`config.mk`:
```
export PLATFORM = sky130hd
export DESIGN_NAME = sw_debouncer_flat
export DESIGN_NICKNAME = d
export VERILOG_FILES = /design/src/rtl/sw_debouncer_if.sv /design/src/rtl/sw_debouncer.sv /design/src/flat_wrapper.sv
export SDC_FILE = /design/constraint.sdc
export NUM_CORES = 1
export LEC_CHECK = 0
export CAP_MARGIN = 10
export CORE_MARGIN = 2
export CORE_UTILIZATION = 55
export DETAILED_ROUTE_END_ITERATION = 10
export GPL_TIMING_DRIVEN = 0
export HOLD_SLACK_MARGIN = 0.1
export PLACE_DENSITY = 0.78
export SLEW_MARGIN = 25
export SYNTH_ARGS = -nofsm -noshare
export SYNTH_HDL_FRONTEND = slang
export SYNTH_SLANG_ARGS = --single-unit
```
`constraint.sdc`:
```
create_clock -name i_clk -period 3.3 [get_ports i_clk]
set_input_delay 0.66 -clock i_clk [delete_from_list [all_inputs] [get_ports i_clk]]
set_output_delay 0.66 -clock i_clk [all_outputs]
set_load 0.05 [all_outputs]
```
`src/rtl/sw_debouncer_if.sv`:
```
// Switch-conditioning bus: raw switch levels and tick strobe in,
// debounced levels plus rise/fall/changed event flags out.
interface sw_debouncer_if #(
   parameter int WIDTH = 32
);
   logic [WIDTH-1:0] i_sw_raw;
   logic             i_tick;
   logic [WIDTH-1:0] o_sw;
   logic [WIDTH-1:0] o_rise;
   logic [WIDTH-1:0] o_fall;
   logic             o_changed;

   modport master (
      output i_sw_raw,
      output i_tick,
      input  o_sw,
      input  o_rise,
      input  o_fall,
      input  o_changed
   );

   modport slave (
      input  i_sw_raw,
      input  i_tick,
      output o_sw,
      output o_rise,
      output o_fall,
      output o_changed
   );
endinterface

```
`src/rtl/sw_debouncer.sv`:
```
// Synchronises a raw switch bus into the core clock domain and debounces
// each bit independently, producing stable levels plus edge event pulses.
module sw_debouncer #(
   parameter  int WIDTH        = 32,
   parameter  int SYNC_STAGES  = 2,
   parameter  int STABLE_TICKS = 16,
   localparam int CNT_W        = $clog2(STABLE_TICKS + 1)
) (
   input  logic           i_clk,
   input  logic           i_rst,
   sw_debouncer_if.slave  bus
);

   localparam logic [CNT_W-1:0] CNT_LAST = CNT_W'(STABLE_TICKS - 1);

   logic [WIDTH-1:0] sync_chain_q [SYNC_STAGES];
   logic [WIDTH-1:0] sync_q;

   logic [CNT_W-1:0] cnt_q [WIDTH];
   logic [CNT_W-1:0] cnt_d [WIDTH];

   logic [WIDTH-1:0] sw_q,   sw_d;
   logic [WIDTH-1:0] rise_q, rise_d;
   logic [WIDTH-1:0] fall_q, fall_d;
   logic             changed_q, changed_d;

   // Plain register chain; the last stage is the only one the debouncer reads.
   always_ff @(posedge i_clk) begin
      if (i_rst) begin
         for (int s = 0; s < SYNC_STAGES; s++) begin
            sync_chain_q[s] <= '0;
         end
      end else begin
         sync_chain_q[0] <= bus.i_sw_raw;
         for (int s = 1; s < SYNC_STAGES; s++) begin
            sync_chain_q[s] <= sync_chain_q[s-1];
         end
      end
   end

   assign sync_q = sync_chain_q[SYNC_STAGES-1];

   // A matching level clears the count even on non-tick cycles, so any
   // return to the accepted level restarts qualification from zero.
   always_comb begin
      sw_d   = sw_q;
      rise_d = '0;
      fall_d = '0;
      for (int i = 0; i < WIDTH; i++) begin
         cnt_d[i] = cnt_q[i];
         if (sync_q[i] == sw_q[i]) begin
            cnt_d[i] = '0;
         end else if (bus.i_tick) begin
            if (cnt_q[i] == CNT_LAST) begin
               cnt_d[i]  = '0;
               sw_d[i]   = sync_q[i];
               rise_d[i] = sync_q[i];
               fall_d[i] = ~sync_q[i];
            end else begin
               cnt_d[i] = cnt_q[i] + CNT_W'(1);
            end
         end
      end
      changed_d = |(rise_d | fall_d);
   end

   always_ff @(posedge i_clk) begin
      if (i_rst) begin
         for (int i = 0; i < WIDTH; i++) begin
            cnt_q[i] <= '0;
         end
         sw_q      <= '0;
         rise_q    <= '0;
         fall_q    <= '0;
         changed_q <= 1'b0;
      end else begin
         for (int i = 0; i < WIDTH; i++) begin
            cnt_q[i] <= cnt_d[i];
         end
         sw_q      <= sw_d;
         rise_q    <= rise_d;
         fall_q    <= fall_d;
         changed_q <= changed_d;
      end
   end

   assign bus.o_sw      = sw_q;
   assign bus.o_rise    = rise_q;
   assign bus.o_fall    = fall_q;
   assign bus.o_changed = changed_q;

endmodule
```
`src/flat_wrapper.sv`:
```
// flat-port wrapper written by rule: the top's interface ports become plain ports
module sw_debouncer_flat 
#(
   parameter  int WIDTH        = 32,
   parameter  int SYNC_STAGES  = 2,
   parameter  int STABLE_TICKS = 16,
   localparam int CNT_W        = $clog2(STABLE_TICKS + 1)
)
  (i_clk, i_rst, bus_i_sw_raw, bus_i_tick, bus_o_sw, bus_o_rise, bus_o_fall, bus_o_changed);
  sw_debouncer_if #(.WIDTH(WIDTH)) bus_i ();
  input  logic i_clk;
  input  logic i_rst;
  input wire logic [$bits(bus_i.i_sw_raw)-1:0] bus_i_sw_raw;
  input wire logic [$bits(bus_i.i_tick)-1:0] bus_i_tick;
  output wire logic [$bits(bus_i.o_sw)-1:0] bus_o_sw;
  output wire logic [$bits(bus_i.o_rise)-1:0] bus_o_rise;
  output wire logic [$bits(bus_i.o_fall)-1:0] bus_o_fall;
  output wire logic [$bits(bus_i.o_changed)-1:0] bus_o_changed;
  assign bus_i.i_sw_raw = bus_i_sw_raw;
  assign bus_i.i_tick = bus_i_tick;
  assign bus_o_sw = bus_i.o_sw;
  assign bus_o_rise = bus_i.o_rise;
  assign bus_o_fall = bus_i.o_fall;
  assign bus_o_changed = bus_i.o_changed;
  sw_debouncer #(.WIDTH(WIDTH), .SYNC_STAGES(SYNC_STAGES), .STABLE_TICKS(STABLE_TICKS)) u_core (.i_clk(i_clk), .i_rst(i_rst), .bus(bus_i));
endmodule
```
* Yosys cells after proc, flatten, opt, wreduce, memory -nomap -nowiden *
Memory sizes are Yosys's and may differ from the RTL's.
Cells that the tools add are included.

operators by class
  add/sub/neg operators = 32
  equal/unequal tests = 64
  muxes and demuxes = 325
  bitwise gates (word level) = 99
  reduce and logical (&&, ||, !) cells = 33

operators with widths
  operator                                                         number
  5-bit two-way mux                                                128
  1-bit two-way mux                                                195
  5-bit by 1-bit adder with 5-bit output, second input constant    32
  5-bit by 4-bit == test with 1-bit output, second input constant  32
  3-bit AND reduction                                              32
  32-bit two-way mux                                               2
  1-bit inverter                                                   64
  1-bit OR                                                         34
  1-bit == test                                                    32
  32-bit OR                                                        1
  32-bit OR reduction                                              1

word-level totals
  flip-flop bits (word level) = 97
  memory bits (writable) = 224
  input port bits = 35
  output and inout port bits = 97
  memories kept = 2

memory list
  memory               depth  width  rd ports  clocked after memory_dff  write ports  line                RTL
  u_core.cnt_q         32     5      32        0                         32           sw_debouncer.sv:19  logic [CNT_W-1:0] cnt_q [WIDTH];
  u_core.sync_chain_q  2      32     2         0                         2            sw_debouncer.sv:16  logic [WIDTH-1:0] sync_chain_q [SYNC_STAGES];

* Longest topological paths before layout *
Gate-level depths: netlist (run 1).

  word-level depth = 6
  depth in mapped cells = 8

* Least setup slack after synthesis (run 1) *
OpenSTA, ideal clock, no wires.

  kind = register -> register
  start = register u_core.sw_q[17] (netlist: u_core.bus.o_sw[17])
  end = register u_core.changed_q (netlist: u_core.bus.o_changed)
  library setup time = 0.140 ns
  arrival = 1.779 ns
  slack = 1.381 ns
  cell stages (with the launch flop) = 6
  path buffers = 0
  clock period less this slack = 1.919 ns
  cell sequence = dfxtp_1 xnor2_1 nor3_1 or4_1 nor4_1 a41oi_1

between the ends
  cells in the longest elaborated chain, start to end = 4
  elaborated cells between the ends (all ways) = 5
  classes of those cells = eq/ne (1); mux (2); bitwise (1); reduce/logical (1)

ends and longest elaborated chain
  item                      line                RTL
  start: declaration        sw_debouncer.sv:22  logic [WIDTH-1:0] sw_q, sw_d;
  start signal: assignment  sw_debouncer.sv:80  sw_q <= sw_d;
  1-bit == test (*)         sw_debouncer.sv:51  if (sync_q[i] == sw_q[i]) begin
  1-bit two-way mux         sw_debouncer.sv:51
  32-bit OR (*)             sw_debouncer.sv:64  changed_d = |(rise_d | fall_d);
  32-bit OR reduction (*)   sw_debouncer.sv:64
  end signal: assignment    sw_debouncer.sv:83  changed_q <= changed_d;
  end: declaration          sw_debouncer.sv:25  logic changed_q, changed_d;

Every way passes the cells marked *; elsewhere a longest branch is shown, timed or not.
A chain may end at the register's enable or synchronous reset.

* Final worst setup path (run 1) *
  start = input i_rst
  end = register u_core.fall_q[9] (netlist: u_core.bus.o_fall[9])

RTL lines
  item                    line                RTL
  start: declaration      flat_wrapper.sv:12  input logic i_rst;
  end signal: assignment  sw_debouncer.sv:82  fall_q <= fall_d;
  end: declaration        sw_debouncer.sv:24  logic [WIDTH-1:0] fall_q, fall_d;

No word-level cell between the ends.

==> impl_metrics.tcl, run 1 <==
set metrics [dict create \
    cts_made_buffers 34 \
    rsz0062_at_grt "false" \
    tightest_slew_ps 1090 \
    via_per_inst 5.72 \
    antenna_found_initial 1 \
    r2r-start "u_core.cnt_q[0][155]" \
    detail-route-antenna-nets 0 \
    grt.total_usage_pct 26.5 \
    yosysSeqAreaShare_pct 52.0 \
    cap_violations 0 \
    io_buffers 130 \
    ctsLongestPathBuffers 3 \
    powerDensity_mw_per_mm2 545 \
    synth_warnings 0 \
    core_sq_mm 0.0220 \
    endpoint_kind "register" \
    worstSetupPathType "in2reg" \
    first_pass_iters 5 \
    final_max_slew_viol_count 0 \
    swShare_pct 21.0 \
    skew_ps 13.5 \
    fin_crit_ps 2820 \
    num_rows 54 \
    path_clk_slew_ps 60 \
    grt_pass1_vias 9643 \
    syn_inst 1289 \
    p_seq_share_pct 47.6 \
    min_path_type "reg2reg" \
    die_height_um 154 \
    clock.fmax_mhz 355 \
    routabilityCongestion 0.885 \
    cts_root_buf "clkbuf_16" \
    fillers 1639 \
    p_comb_share_pct 3.7 \
    cp.arrival_ps 3160 \
    initial_core_util_pct 56.3 \
    ys_seq_elements 321 \
    drive_above_1_share_pct 7.23 \
    p_int_mw 6.54 \
    worstPathRequired_ps 3640 \
    wl_per_cell_um 18.2 \
    fp.dieW_um 154 \
    period_share_pct 85.4 \
    switching_power_mw 1.74 \
    dp_hpwl_um 21500 \
    diodes 0 \
    grt_max_degree 15 \
    htree_num_levels 2 \
    postCtsSetupBuffers 0 \
    drc 0 \
    area_growth_pct 23.1 \
    synth_cell_types 42 \
    pwr-share-clk_pct 48.6 \
    layout.nets 1522 \
    io_pins 132 \
    cts_tree "yes" \
    drt_iter0_drc 621 \
    syn_nets 1356 \
    timing.setup.tns_ps 0 \
    startpoint "i_rst" \
    die-area_sq_mm 0.0237 \
    syn_area_per_cell_sq_um 9.58 \
    dp_cells 1699 \
    final-hold-violation-count 0 \
    clock_sinks 321 \
    slew_headroom_pct 27.3 \
    vias 10100 \
    finalSetupViolations 0 \
    totalWireLength_um 32000 \
    cts_resized 0 \
    power.leakage_nw 5.61 \
    gr-total-overflow 0 \
    crit_fanout 10 \
    cts_hold_buf 0 \
    final_cells 1759 \
    grt_pass1_wl_um 49800 \
    status "completed" \
    worstSetupStartpointType "input port" \
    hold_path_startpoint "u_core.cnt_q[0][24]" \
    worst_skew_pair.late_latency_ps 510 \
    netlist_area_sq_mm 0.0124 \
    ir_worst_vdd_uv 339 \
]
-- per-layer routing --
layer | global-route usage [%] | vias to the layer above | share of wire [%]
met3 | 5.44 | 98 | 7.8
met5 | 0 | - | 0
met1 | 33.2 | 4759 | 42
met2 | 43.8 | 427 | 46
li1 | - | 4770 | -
met4 | 13.3 | 0 | 4.3
-- path summary, 6_finish.rpt --
kind	to	slack [ps]	cells past startpoint
hold / removal	u_core.cnt_q[0][24]	420	2
hold reg to reg	u_core.cnt_q[0][24]	420	2
setup / recovery	u_core.bus.o_fall[9]	480	5
setup reg to reg	u_core.bus.o_changed	1210	7
-- through the flow --
stage | hold WS (ps) | total power, mW | setup WS, ps | util (%) | instance area (sq um)
2_1_floorplan | 405 | 4.19 | 1380 | - | 12400
3_3_place_gp | 416 | 4.33 | 30.3 | 63.8 | 14000
3_5_place_dp | 418 | 4.34 | -11.2 | 63.8 | 14000
4_1_cts | 428 | 8.32 | 510 | 69.2 | 15200
5_1_grt | 446 | 8.50 | 413 | 69.2 | 15200
6_report | 425 | 8.29 | 481 | 69.2 | 15200
-- cells in the mapped netlist (all sizes together) --
master | instances | area, sq um
mux2 | 14 | 158
o22ai | 1 | 6.26
nand3b | 7 | 52.6
or3 | 3 | 18.8
nand4 | 63 | 394
or3b | 1 | 8.76
o2111ai | 1 | 8.76
and3 | 13 | 81.3
nor2 | 138 | 518
a21oi | 64 | 320
nor4b | 22 | 193
xnor2 | 24 | 210
or4 | 2 | 15.0
and3b | 10 | 87.6
and4 | 2 | 17.5
buf | 24 | 125
nor4 | 2 | 12.5
a41oi | 1 | 8.76
mux2i | 24 | 240
ha | 32 | 400
a21bo | 5 | 50.1
xor2 | 75 | 657
inv | 2 | 7.51
a221oi | 1 | 8.76
nor4bb | 20 | 200
nor2b | 65 | 407
nand2 | 137 | 514
nand3 | 33 | 165
nand2b | 49 | 307
and2 | 2 | 12.5
clkbuf | 24 | 90.1
a22o | 4 | 35.0
nor3 | 54 | 270
dfxtp | 321 | 6430
and4b | 1 | 10.0
nand4b | 15 | 131
o21ai | 16 | 80.1
or2 | 17 | 106
-- cells in the final DEF, fill, tap and decap left out, types with 33 or more instances in the layout --
| master | n |
|---|---|
| nand3_1 | 33 |
| nor2_1 | 138 |
| clkdlybuf4s50_1 | 130 |
| a21oi_1 | 64 |
| nand2_1 | 137 |
| clkbuf_16 | 37 |
| dfxtp_1 | 321 |
| nand4_1 | 63 |
| xor2_1 | 75 |
| nor2b_1 | 65 |
| nand2b_1 | 49 |
| nor3_1 | 54 |
-- layout make-up --
class | count | area, sq um | share of cell area, %
Clock buffer | 50 | 1040 | 6.87
Sequential cell | 321 | 6430 | 42.3
Buffer | 48 | 215 | 1.42
Multi-Input combinational cell | 918 | 5710 | 37.5
Inverter | 2 | 7.51 | 0.0494
Timing Repair Buffer | 130 | 1300 | 8.56
Clock inverter | 10 | 153 | 1.00
Tap cell | 280 | 350 | 2.30
-- critical path, stage by stage --
cell             delay [ps]
clkdlybuf4s50_1         520
clkbuf_1                400
clkbuf_1                580
clkbuf_1                850
nor4b_1                 130
-- flip-flops by register name, summed over array words and instances (netlist names) --
name	count
u_core.bus.o_changed	1
u_core.cnt_q	160
u_core.bus.o_fall	32
u_core.bus.o_sw	32
u_core.sync_chain_q	64
u_core.bus.o_rise	32
-- power groups by stage --
stage	registers (mW)	clock network, mW	logic (mW)
floorplan	4.02	0	0.166
global placement	4.03	0	0.302
detailed placement	4.03	0	0.304
CTS	3.95	4.07	0.307
global route	3.95	4.22	0.327
finish	3.95	4.03	0.309
-- cells by family (layout without fill, tap and decap cells) --
kind of cell / Yosys count / in the layout / share of synthesized area, %
adder cells (fa/ha/maj): 32 / 32 / 3.24
flip-flops: 321 / 321 / 52.0
AO/OA/AOI/OAI: 93 / 93 / 4.19
AND/OR/NAND/NOR: 656 / 656 / 28.5
multiplexers: 38 / 38 / 3.22
buffers and inverters: 50 / 240 / 1.80
XOR/XNOR: 99 / 99 / 7.02
(Power assumes the default switching activity.)
==> inputs of run 2 (changes only) <==
- CORE_MARGIN: 2 -> not set
==> run 2 against run 1 <==
Compared with the run above: worst setup slack worse by 29 ps; final cell count down 0.23%; sequential power about the same.
==> impl_metrics.tcl, run 2 (synthesis results as in run 1) <==
set metrics [dict create \
    status "completed" \
    die_height_um 152 \
    min_path_type "reg2reg" \
    ctsLongestPathBuffers 3 \
    critPathTopFamily "buffers and inverters" \
    drc 0 \
    met3_usage_pct 4.54 \
    worstPathRequired_ps 3630 \
    cp_num_cells 5 \
    cap_violations 0 \
    timing.setup.tns_ps 0 \
    htree_num_levels 2 \
    tightest_slew_ps 1060 \
    largest_register "u_core.cnt_q" \
    reg.largest.list "u_core.cnt_q (160), u_core.sync_chain_q (64)" \
    place_ws_ps -22.2 \
    ir_worst_vdd_uv 413 \
    grt.total_usage_pct 26.8 \
    fin_crit_ps 2850 \
    grt_busiest_layer "met2" \
    num_rows 54 \
    clock_sinks 321 \
    grt_max_degree 14 \
    io_buffers 130 \
    finalSetupViolations 0 \
    worstPathCellList "clkdlybuf4s50_1, clkbuf_1, clkbuf_1, clkbuf_1, nor4b_1" \
    final_common_cell "dfxtp_1" \
    use_met1_pct 36.4 \
    power.leakage_nw 5.58 \
    area_growth_pct 22.5 \
    worstSetupPathType "in2reg" \
    vias 9949 \
    place_area_sq_mm 0.0140 \
    postCtsSetupBuffers 0 \
    crit_fanout 10 \
    via_per_inst 5.67 \
    antenna_found_initial 0 \
    cts_made_buffers 34 \
    worstSetupStartpointType "input port" \
    core_sq_mm 0.0219 \
    gr-total-overflow 0 \
    hold_ws_ps 426 \
    worst_skew_pair.late_latency_ps 500 \
    slowest_stage "clkbuf_1" \
    io_pins 132 \
    endpoint_kind "register" \
    drive_above_1_share_pct 6.92 \
    grtUsageMet2_pct 43.5 \
    detail-route-antenna-nets 0 \
    rsz0062_at_grt "false" \
    final-hold-violation-count 0 \
    period_share_pct 86.3 \
    first_pass_iters 5 \
    diodes 0 \
    clock.fmax_mhz 351 \
    dp_cells 1699 \
    slew_headroom_pct 29.3 \
    cp.arrival_ps 3180 \
    layout.nets 1522 \
    largest_reg_flops 160 \
    grt_pass1_wl_um 49500 \
    initial_core_util_pct 56.4 \
    routabilityCongestion 0.902 \
    dp_hpwl_um 21300 \
    path_clk_slew_ps 60 \
    die-area_sq_mm 0.0231 \
    fin_ws_ps 453 \
    skew_ps 12.4 \
    wl_per_cell_um 18.0 \
    power_mw 8.08 \
    final_cell_mix "321 x dfxtp_1, 138 x nor2_1, 137 x nand2_1" \
    powerDensity_mw_per_mm2 534 \
    drt_iter0_drc 781 \
    final_cells 1755 \
    cts_resized 0 \
    worst-path-buf-inv 4 \
    totalWireLength_um 31500 \
    cts_root_buf "clkbuf_16" \
    fp.dieW_um 152 \
    cts_tree "yes" \
    grt_pass1_vias 9406 \
    fin_util_pct 69.1 \
    final_max_slew_viol_count 0 \
    r2r_cells 7 \
    stdcell_area_sq_mm 0.0151 \
    crit_path_frequent_cell "clkbuf_1" \
    max_stage_delay_ps 850 \
    holdPathStages 2 \
    cts_hold_buf 0 \
]
run 2: cell types whose count changed in the layout (fill, tap and decap cells not counted):
cell / before / now
clkinv_4: 0 / 1
clkinvlp_4: 1 / 0
clkbuf_1: 30 / 31
bufinv_16: 4 / 2
clkinv_2: 5 / 2
run 2: power breakdown:
| group | total (mW) | switching, mW | internal [mW] |
|---|---|---|---|
| Combinational | 0.308 | 0.190 | 0.118 |
| Clock | 3.82 | 1.48 | 2.34 |
| Sequential | 3.95 | 0.0292 | 3.92 |
run 2: area by class of cell:
type	count	area, sq um
buffer	48	215
clock buffer	51	1050
clock inverter	5	78.8
fill	1732	6760
inverter	2	7.51
multi-input combinational	918	5710
sequential	321	6430
tap	280	350
timing repair buffer	130	1300
run 2: path summary, 6_finish.rpt:
path / slack (ps) / endpoint / from
max: 450 / u_core.bus.o_fall[9] / i_rst
min: 430 / u_core.cnt_q[0][14] / u_core.cnt_q[0][14]
max reg2reg: 1150 / u_core.bus.o_changed / u_core.cnt_q[0][155]
min reg2reg: 430 / u_core.cnt_q[0][14] / u_core.cnt_q[0][14]
run 2: worst reg2reg max path, delay by kind of cell, from the launching register on:
family | cells | cell delay (ps)
AND/OR/NAND/NOR | 3 | 600
flip-flops | 1 | 370
buffers and inverters | 1 | 170
adder cells (fa/ha/maj) | 1 | 200
AO/OA/AOI/OAI | 2 | 690
run 2: per-layer routing:
layer / vias up / wire length [um]
met5: - / 0
met4: 0 / 814
met3: 66 / 2290
met2: 393 / 14600
met1: 4717 / 13800
li1: 4773 / -
